--- src/rtl/activation_loader_pkg.sv ---
// Shared accelerator constants: tile geometry, default widths and loader state encoding.
// Latency: n/a (types and constants only).
// Backpressure: n/a.
package activation_loader_pkg;

  localparam int ACT_WIDTH  = 7;   // bits per activation value
  localparam int MEM_DEPTH  = 64;  // activations per tile
  localparam int CAL_CYCLES = 8;   // cycles Cal is held per tile
  localparam int TILE_DIM   = 8;   // tile is TILE_DIM x TILE_DIM
  localparam int TILE_BITS  = $clog2(TILE_DIM);
  localparam int CAL_CNT_W  = 4;   // compute-phase counter width

  typedef enum logic [2:0] {
    ST_IDLE = 3'd0,
    ST_LOAD = 3'd1,
    ST_WAIT = 3'd2,
    ST_CAL  = 3'd3,
    ST_DONE = 3'd4
  } ld_state_e;

endpackage

--- src/rtl/activation_loader_if.sv ---
// Activation stream bundle: value plus valid/ready handshake.
// Latency: n/a (wires only).
// Backpressure: source holds Act_in while Act_in_valid && !Act_in_ready.
interface activation_loader_if #(
  parameter int W = activation_loader_pkg::ACT_WIDTH
) ();

  logic [W-1:0] Act_in;
  logic         Act_in_valid;
  logic         Act_in_ready;

  modport master (
    output Act_in,
    output Act_in_valid,
    input  Act_in_ready
  );

  modport slave (
    input  Act_in,
    input  Act_in_valid,
    output Act_in_ready
  );

endinterface

--- src/rtl/activation_loader_act_addr_gen.sv ---
// Maps the stream element counter to an activation-memory address (row- or column-major).
// Latency: combinational.
// Backpressure: none.
module act_addr_gen #(
  parameter int AW = 6
) (
  input  logic [AW-1:0] cnt,
  input  logic          order,
  output logic [AW-1:0] addr
);
  import activation_loader_pkg::*;

  // Column-major stream: swap row and column fields so element i lands at (i%8)*8 + i/8.
  always_comb begin
    addr = cnt;
    if (order) begin
      addr = {cnt[TILE_BITS-1:0], cnt[AW-1:TILE_BITS]};
    end
  end

endmodule

--- src/rtl/activation_loader.sv ---
// Loads one 8x8 activation tile into memory, waits for weights, then runs the compute phase.
// Latency: data/address registered one cycle after each transfer; load_mem_done one cycle after the last write.
// Backpressure: Act_in_ready high only while loading; stream stalls freely via Act_in_valid.
module activation_loader #(
  parameter int ACT_WIDTH  = activation_loader_pkg::ACT_WIDTH,
  parameter int MEM_DEPTH  = activation_loader_pkg::MEM_DEPTH,
  parameter int CAL_CYCLES = activation_loader_pkg::CAL_CYCLES
) (
  input  logic                          clk,
  input  logic                          rst,
  input  logic                          Start,
  input  logic                          Act_Order,
  activation_loader_if.slave            act_s,
  input  logic                          Weight_Ready,
  output logic [ACT_WIDTH-1:0]          Activation,
  output logic [$clog2(MEM_DEPTH)-1:0]  Activation_Mem_Address_in,
  output logic                          load_mem_done,
  output logic                          Cal,
  output logic                          Tile_done
);
  import activation_loader_pkg::*;

  localparam int ADDR_W = $clog2(MEM_DEPTH);

  ld_state_e              state_q, state_d;
  logic [ADDR_W-1:0]      cnt_q, cnt_d;
  logic                   order_q, order_d;
  logic [ACT_WIDTH-1:0]   act_q, act_d;
  logic [ADDR_W-1:0]      addr_q, addr_d;
  logic                   done_q, done_d;
  logic [CAL_CNT_W-1:0]   cal_cnt_q, cal_cnt_d;
  logic [ADDR_W-1:0]      gen_addr;
  logic                   ready;
  logic                   cal;
  logic                   tile_done;

  act_addr_gen #(
    .AW (ADDR_W)
  ) u_addr_gen (
    .cnt   (cnt_q),
    .order (order_q),
    .addr  (gen_addr)
  );

  // Next-state, datapath updates and state-decoded outputs.
  always_comb begin
    state_d   = state_q;
    cnt_d     = cnt_q;
    order_d   = order_q;
    act_d     = act_q;
    addr_d    = addr_q;
    done_d    = done_q;
    cal_cnt_d = cal_cnt_q;
    ready     = 1'b0;
    cal       = 1'b0;
    tile_done = 1'b0;
    case (state_q)
      ST_IDLE: begin
        if (Start) begin
          order_d = Act_Order;
          cnt_d   = '0;
          state_d = ST_LOAD;
        end
      end
      ST_LOAD: begin
        ready = 1'b1;
        if (act_s.Act_in_valid) begin
          act_d  = act_s.Act_in;
          addr_d = gen_addr;
          cnt_d  = cnt_q + 1'b1;  // wraps to 0 after the last element
          if (cnt_q == ADDR_W'(MEM_DEPTH - 1)) begin
            state_d = ST_WAIT;
          end
        end
      end
      ST_WAIT: begin
        // First WAIT cycle still presents the last write; done rises after it.
        done_d = 1'b1;
        if (done_q && Weight_Ready) begin
          cal_cnt_d = '0;
          state_d   = ST_CAL;
        end
      end
      ST_CAL: begin
        cal       = 1'b1;
        cal_cnt_d = cal_cnt_q + 1'b1;
        if (cal_cnt_q == CAL_CNT_W'(CAL_CYCLES - 1)) begin
          state_d = ST_DONE;
        end
      end
      ST_DONE: begin
        tile_done = 1'b1;
        done_d    = 1'b0;
        state_d   = ST_IDLE;
      end
      default: begin
        state_d = ST_IDLE;
      end
    endcase
  end

  // State and datapath registers; reset abandons any tile in flight.
  always_ff @(posedge clk or posedge rst) begin
    if (rst) begin
      state_q   <= ST_IDLE;
      cnt_q     <= '0;
      order_q   <= 1'b0;
      act_q     <= '0;
      addr_q    <= '0;
      done_q    <= 1'b0;
      cal_cnt_q <= '0;
    end else begin
      state_q   <= state_d;
      cnt_q     <= cnt_d;
      order_q   <= order_d;
      act_q     <= act_d;
      addr_q    <= addr_d;
      done_q    <= done_d;
      cal_cnt_q <= cal_cnt_d;
    end
  end

  assign act_s.Act_in_ready        = ready;
  assign Activation                = act_q;
  assign Activation_Mem_Address_in = addr_q;
  assign load_mem_done             = done_q;
  assign Cal                       = cal;
  assign Tile_done                 = tile_done;

endmodule

--- src/flat_wrapper.sv ---
// flat-port wrapper written by rule: the top's interface ports become plain ports
module activation_loader_flat import activation_loader_pkg::*;
#(
  parameter int ACT_WIDTH  = activation_loader_pkg::ACT_WIDTH,
  parameter int MEM_DEPTH  = activation_loader_pkg::MEM_DEPTH,
  parameter int CAL_CYCLES = activation_loader_pkg::CAL_CYCLES
)
  (clk, rst, Start, Act_Order, Weight_Ready, Activation, Activation_Mem_Address_in, load_mem_done, Cal, Tile_done, act_s_Act_in, act_s_Act_in_valid, act_s_Act_in_ready);
  activation_loader_if act_s_i ();
  input  logic clk;
  input  logic rst;
  input  logic Start;
  input  logic Act_Order;
  input  logic Weight_Ready;
  output logic [ACT_WIDTH-1:0] Activation;
  output logic [$clog2(MEM_DEPTH)-1:0] Activation_Mem_Address_in;
  output logic load_mem_done;
  output logic Cal;
  output logic Tile_done;
  input wire logic [$bits(act_s_i.Act_in)-1:0] act_s_Act_in;
  input wire logic [$bits(act_s_i.Act_in_valid)-1:0] act_s_Act_in_valid;
  output wire logic [$bits(act_s_i.Act_in_ready)-1:0] act_s_Act_in_ready;
  assign act_s_i.Act_in = act_s_Act_in;
  assign act_s_i.Act_in_valid = act_s_Act_in_valid;
  assign act_s_Act_in_ready = act_s_i.Act_in_ready;
  activation_loader #(.ACT_WIDTH(ACT_WIDTH), .MEM_DEPTH(MEM_DEPTH), .CAL_CYCLES(CAL_CYCLES)) u_core (.clk(clk), .rst(rst), .Start(Start), .Act_Order(Act_Order), .act_s(act_s_i), .Weight_Ready(Weight_Ready), .Activation(Activation), .Activation_Mem_Address_in(Activation_Mem_Address_in), .load_mem_done(load_mem_done), .Cal(Cal), .Tile_done(Tile_done));
endmodule
--- config.mk ---
export PLATFORM = sky130hd
export DESIGN_NAME = activation_loader_flat
export DESIGN_NICKNAME = d
export VERILOG_FILES = /design/src/rtl/activation_loader_pkg.sv /design/src/rtl/activation_loader_if.sv /design/src/rtl/activation_loader_act_addr_gen.sv /design/src/rtl/activation_loader.sv /design/src/flat_wrapper.sv
export SDC_FILE = /design/constraint.sdc
export NUM_CORES = 1
export LEC_CHECK = 0
export ABC_AREA = 1
export CORE_MARGIN = 2
export CORE_UTILIZATION = 53
export DETAILED_ROUTE_END_ITERATION = 16
export PLACE_DENSITY = 0.83
export SYNTH_ARGS = -nofsm -noshare
export SYNTH_HDL_FRONTEND = slang
export SYNTH_SLANG_ARGS = --single-unit
--- constraint.sdc ---
create_clock -name clk -period 2.1 [get_ports clk]
set_input_delay 0.21 -clock clk [delete_from_list [all_inputs] [get_ports clk]]
set_output_delay 0.21 -clock clk [all_outputs]
set_load 0.02 [all_outputs]
* Word-level counts from Yosys, hierarchy flattened
Index checks and enable logic that the tools add are counted.
Word-level totals: bits of input ports 13, flip-flop bits (word level) 28, logic and storage cells 46
Cells by class: reductions and logical operators 10, add/subtract/negate cells 2, multiplexer cells 16, equal/unequal tests 11
Operators with widths (number):
- $mux 6 | 3
- $mux 3 | 5
- $pmux 3 s4 | 1
- $pmux 6 s2 | 1
- $pmux 4 s2 | 1
- $add 6x1->6 const B | 1
- $eq 3x2->1 const B | 2
- $eq 6x6->1 const B | 1
- $ne 2x1->1 const B | 3
- $reduce_and 2->1 | 3
- $reduce_bool 2->1 | 3
- $reduce_and 5->1 | 1
- $add 4x1->4 const B | 1
- $eq 4x3->1 const B | 1
- $mux 4 | 1
- $ne 2x2->1 const B | 2
- $eq 3x1->1 const B | 1
- $eq 3x3->1 const B | 1
- $logic_not 3->1 | 1
- $mux 1 | 3
- $reduce_and 3->1 | 1
- $pmux 1 s2 | 1
- $logic_and 1x1->1 | 1

* Longest topological paths before layout
depth after elaboration 4, mapped depth 8, gate-level depth less buffers 8

* Modules after synthesis
From an unflattened synthesis, not the netlist that was laid out.
Second synthesis, totals: cells, all modules 176, area total of the unflattened synthesis 1371.3 µm²
Modules (own cells, without submodules):
- activation_loader | cells an instance 157, times used 1, area an instance 1300.0 µm², sequential area each 700.7 µm²
- act_addr_gen | cells an instance 19, times used 1, area an instance 71.3 µm², sequential area each 0.0 µm²

* Worst setup path after synthesis
Ideal clock, no wire load.
kind flip-flop to flip-flop, from register u_core.state_q[2], to register u_core.addr_q[3], in the netlist u_core.Activation_Mem_Address_in[3], clock period less this slack 1.203 ns, cell stages (with the launch flop) 8, data required time 1.977 ns, path slack 0.897 ns, arrival 1.080 ns, path through dfrtp_1 > nor2_2 > nand2_2 > inv_2 > nand2_4 > buf_6 > nand2_1 > o21ai_2
Between the ends: cells in the longest elaborated chain, start to end 2
Ends and longest elaborated chain:
- start: declaration | RTL line activation_loader.sv:25 | ld_state_e state_q, state_d;
- start signal: assignment | RTL line activation_loader.sv:113 | state_q <= state_d;
- $eq 3x1->1 | RTL line activation_loader.sv:57 | case (state_q)
- $reduce_and 2->1 (no source line)
- end signal: assignment | RTL line activation_loader.sv:117 | addr_q <= addr_d;
- end: declaration | RTL line activation_loader.sv:29 | logic [ADDR_W-1:0] addr_q, addr_d;
No other way between the ends. A chain may end at the register's enable or synchronous reset.

* Worst setup path in the final report
from register u_core.state_q[2], to output act_s_Act_in_ready
Between the ends: cells in the longest elaborated chain, start to end 2
Ends and longest elaborated chain:
- $eq 3x1->1 | RTL line activation_loader.sv:57
- $mux 1 | RTL line activation_loader.sv:57
- end: declaration | RTL line flat_wrapper.sv:22 | output wire logic [$bits(act_s_i.Act_in_ready)-1:0] act_s_Act_in_ready;
No other way between the ends.

==> flow_metrics.tcl <==
set metrics [dict create \
    crit_required_ps 1890 \
    post-route-period-util_pct 92.3 \
    nFillCells 199 \
    maxCapViolCount 0 \
    crit_arrival_ps 1730 \
    start_util_pct 55.7 \
    firstDrtPassIters 4 \
    drv_slew 0 \
    numClockSinks 28 \
    chipHeight_um 55.0 \
    p_per_area_nw_per_um2 1460 \
    synthesis.nets 184 \
    post-route-min-period_ps 1940 \
    report.final.setup_viol 0 \
    grt_pass1_wl_um 4600 \
    wl_per_cell_um 12.1 \
    grt_use_total_pct 21.9 \
    cp_cell_sequence "nor2_2 > nand2_2 > inv_2 > clkdlybuf4s50_1" \
    yosysWarnings 0 \
    hp-class "in -> async" \
    clkPwrFrac_pct 14.4 \
    layout_commonest_cell "nand2_1" \
    postCtsSetupBuffers 0 \
    antenna_left 0 \
    fin_nets 215 \
    grt_busiest_layer "met2" \
    syn_inst 169 \
    cts_tree "done" \
    grt_max_degree 29 \
    synth.distinct_cells 21 \
    crit_type "reg -> out" \
    worstSkewPairLatency_ps 340 \
    grt_overflow 0 \
    p_switching_mw 1.08 \
    area_growth_pct 25.7 \
    ys_seq_area_share_pct 50.8 \
    p_leak_nw 0.849 \
    p_sw_share_pct 42.5 \
    holdBufCountCts 0 \
    drc 0 \
    wirelength_um 2770 \
    die_w_um 55.0 \
    netlist_area_um2 1380 \
    vias_per_cell 5.14 \
    end_kind "primary output" \
    cp-start-kind "flip-flop" \
    slowest_stage "clkdlybuf4s50_1" \
    final-seq-area_um2 701 \
    pwr-share-comb_pct 48.7 \
    synth-edff-count 0 \
    clockBufferDepth 2 \
    worst_pin_slew_ps 440 \
    antenna_cells 0 \
    drive_gt1_share_pct 11.1 \
    coreArea_um2 2480 \
    yosys_register_bits 28 \
    cp_max_fo 4 \
    clockRootBuffer "clkbuf_4" \
    cts-resized-gates 0 \
    grt.met3_usage_pct 2.42 \
    drt_iter0_markers 38 \
    first_global_vias 1098 \
    clk_pin_slew_worst_paths_ps 160 \
    synth-async-reset-ratio_pct 100 \
    grt.met1_usage_pct 25.8 \
    h-tree-depth 1 \
    seq_power_share_pct 36.9 \
    num_rows 18 \
    fmax_mhz 516 \
    antenna_found_initial 0 \
    cts_buffers 3 \
    tns_ps 0 \
    synthFlopType "dfrtp_1" \
    final_cell_mix "nand2_1 (61), clkdlybuf4s50_1 (29), dfrtp_1 (28), inv_1 (17), o21ai_0 (16)" \
    ioPinCount 30 \
    clock_skew_ps 2.63 \
    p_int_mw 1.45 \
    met2_usage_pct 38.3 \
    multi_input_area_um2 574 \
    fp.dieArea_um2 3030 \
    via_count 1178 \
    timing.final.hold_violations 0 \
    setup_slack_ps 162 \
    slew-limit-headroom_pct 70.6 \
    rr_worst_depth 8 \
    pre_cts_ws_ps 477 \
    dp_hpwl_um 2000 \
    gp_congestion 0.892 \
    rsz0062_at_grt "false" \
    ir_drop_uv 1080 \
    synth_area_per_cell_um2 8.17 \
    status "completed" \
    cpPeakStageDelay_ps 600 \
    port_buffers 29 \
]
power by group through the flow:
stage	Clock (mW)	Sequential, mW	Combinational [mW]
6_report	0.364	0.934	1.23
5_1_grt	0.391	0.972	1.37
4_1_cts	0.367	0.936	1.24
3_5_place_dp	0	0.946	1.23
3_3_place_gp	0	0.932	1.19
2_1_floorplan	0	1.05	0.694
worst max-delay path, delay by kind of cell, from the launching register on:
family | cells | cell delay (ps)
flip-flops | 1 | 470
AND/OR/NAND/NOR | 2 | 230
buffers and inverters | 2 | 690
registers in the layout, summed over array words and instances (netlist names):
name	flops
u_core.Activation_Mem_Address_in	6
u_core.order_q	1
u_core.load_mem_done	1
u_core.state_q	3
u_core.cal_cnt_q	4
u_core.cnt_q	6
u_core.Activation	7
cell usage after synthesis (2+ instances only):
library cell / instances / area (um2)
a21oi_1: 3 / 15.0
buf_6: 2 / 22.5
dfrtp_1: 28 / 701
ha_1: 2 / 25.0
inv_1: 17 / 63.8
inv_2: 2 / 7.51
nand2_1: 61 / 229
nand2_2: 2 / 12.5
nand3_1: 10 / 50.1
nor2_1: 8 / 30.0
nor2_2: 4 / 25.0
o21ai_0: 16 / 80.1
o21ai_2: 6 / 52.6
final timing paths:
path                                 startpoint                   end  slack [ps]
min in group clk                      Act_Order        u_core.order_q         380
setup reg to reg                u_core.cnt_q[1]     u_core.state_q[0]         690
hold / removal                              rst  u_core.Activation[2]         200
setup / recovery              u_core.state_q[2]    act_s_Act_in_ready         160
max in group asynchronous                   rst     u_core.state_q[0]        1640
hold reg to reg            u_core.Activation[2]  u_core.Activation[2]         500
per-stage QoR:
stage / utilization [%] / power [mW] / hold slack, ps / instance area, um2 / instances
finish: 70.0 / 2.53 / 197 / 1730 / 229
global route: 70.0 / 2.74 / 238 / 1730 / 229
CTS: 70.0 / 2.54 / 209 / 1730 / 229
detailed placement: 67.9 / 2.18 / 464 / 1680 / 225
global placement: 67.9 / 2.12 / 454 / 1680 / 225
floorplan: - / 1.75 / 275 / 1380 / 169
logic make-up after synthesis:
kind of cell	after synthesis	share of synthesized area, %
xor+xnor	1	0.635
simple gates	88	27.2
flops	28	50.8
buf+inv	23	7.62
fa+ha+maj	2	1.81
compound gates	27	12.0
metal layers:
layer / part of all wire (%) / wire [um]
met1: 41 / 1130
met4: 2.7 / 76
met5: 0 / 0
met2: 51 / 1420
met3: 5.1 / 141
cell type report:
type                    instances  share of cell area [%]
clock buffers                   3                    1.30
flip-flops and latches         28                    40.4
multi-input cells             118                    33.1
well taps                      30                    2.16
clock inverters                 1                    1.73
inverters                      19                    4.11
repair buffers                 30                    17.2
No activity file was read; power rests on OpenSTA's default activity.
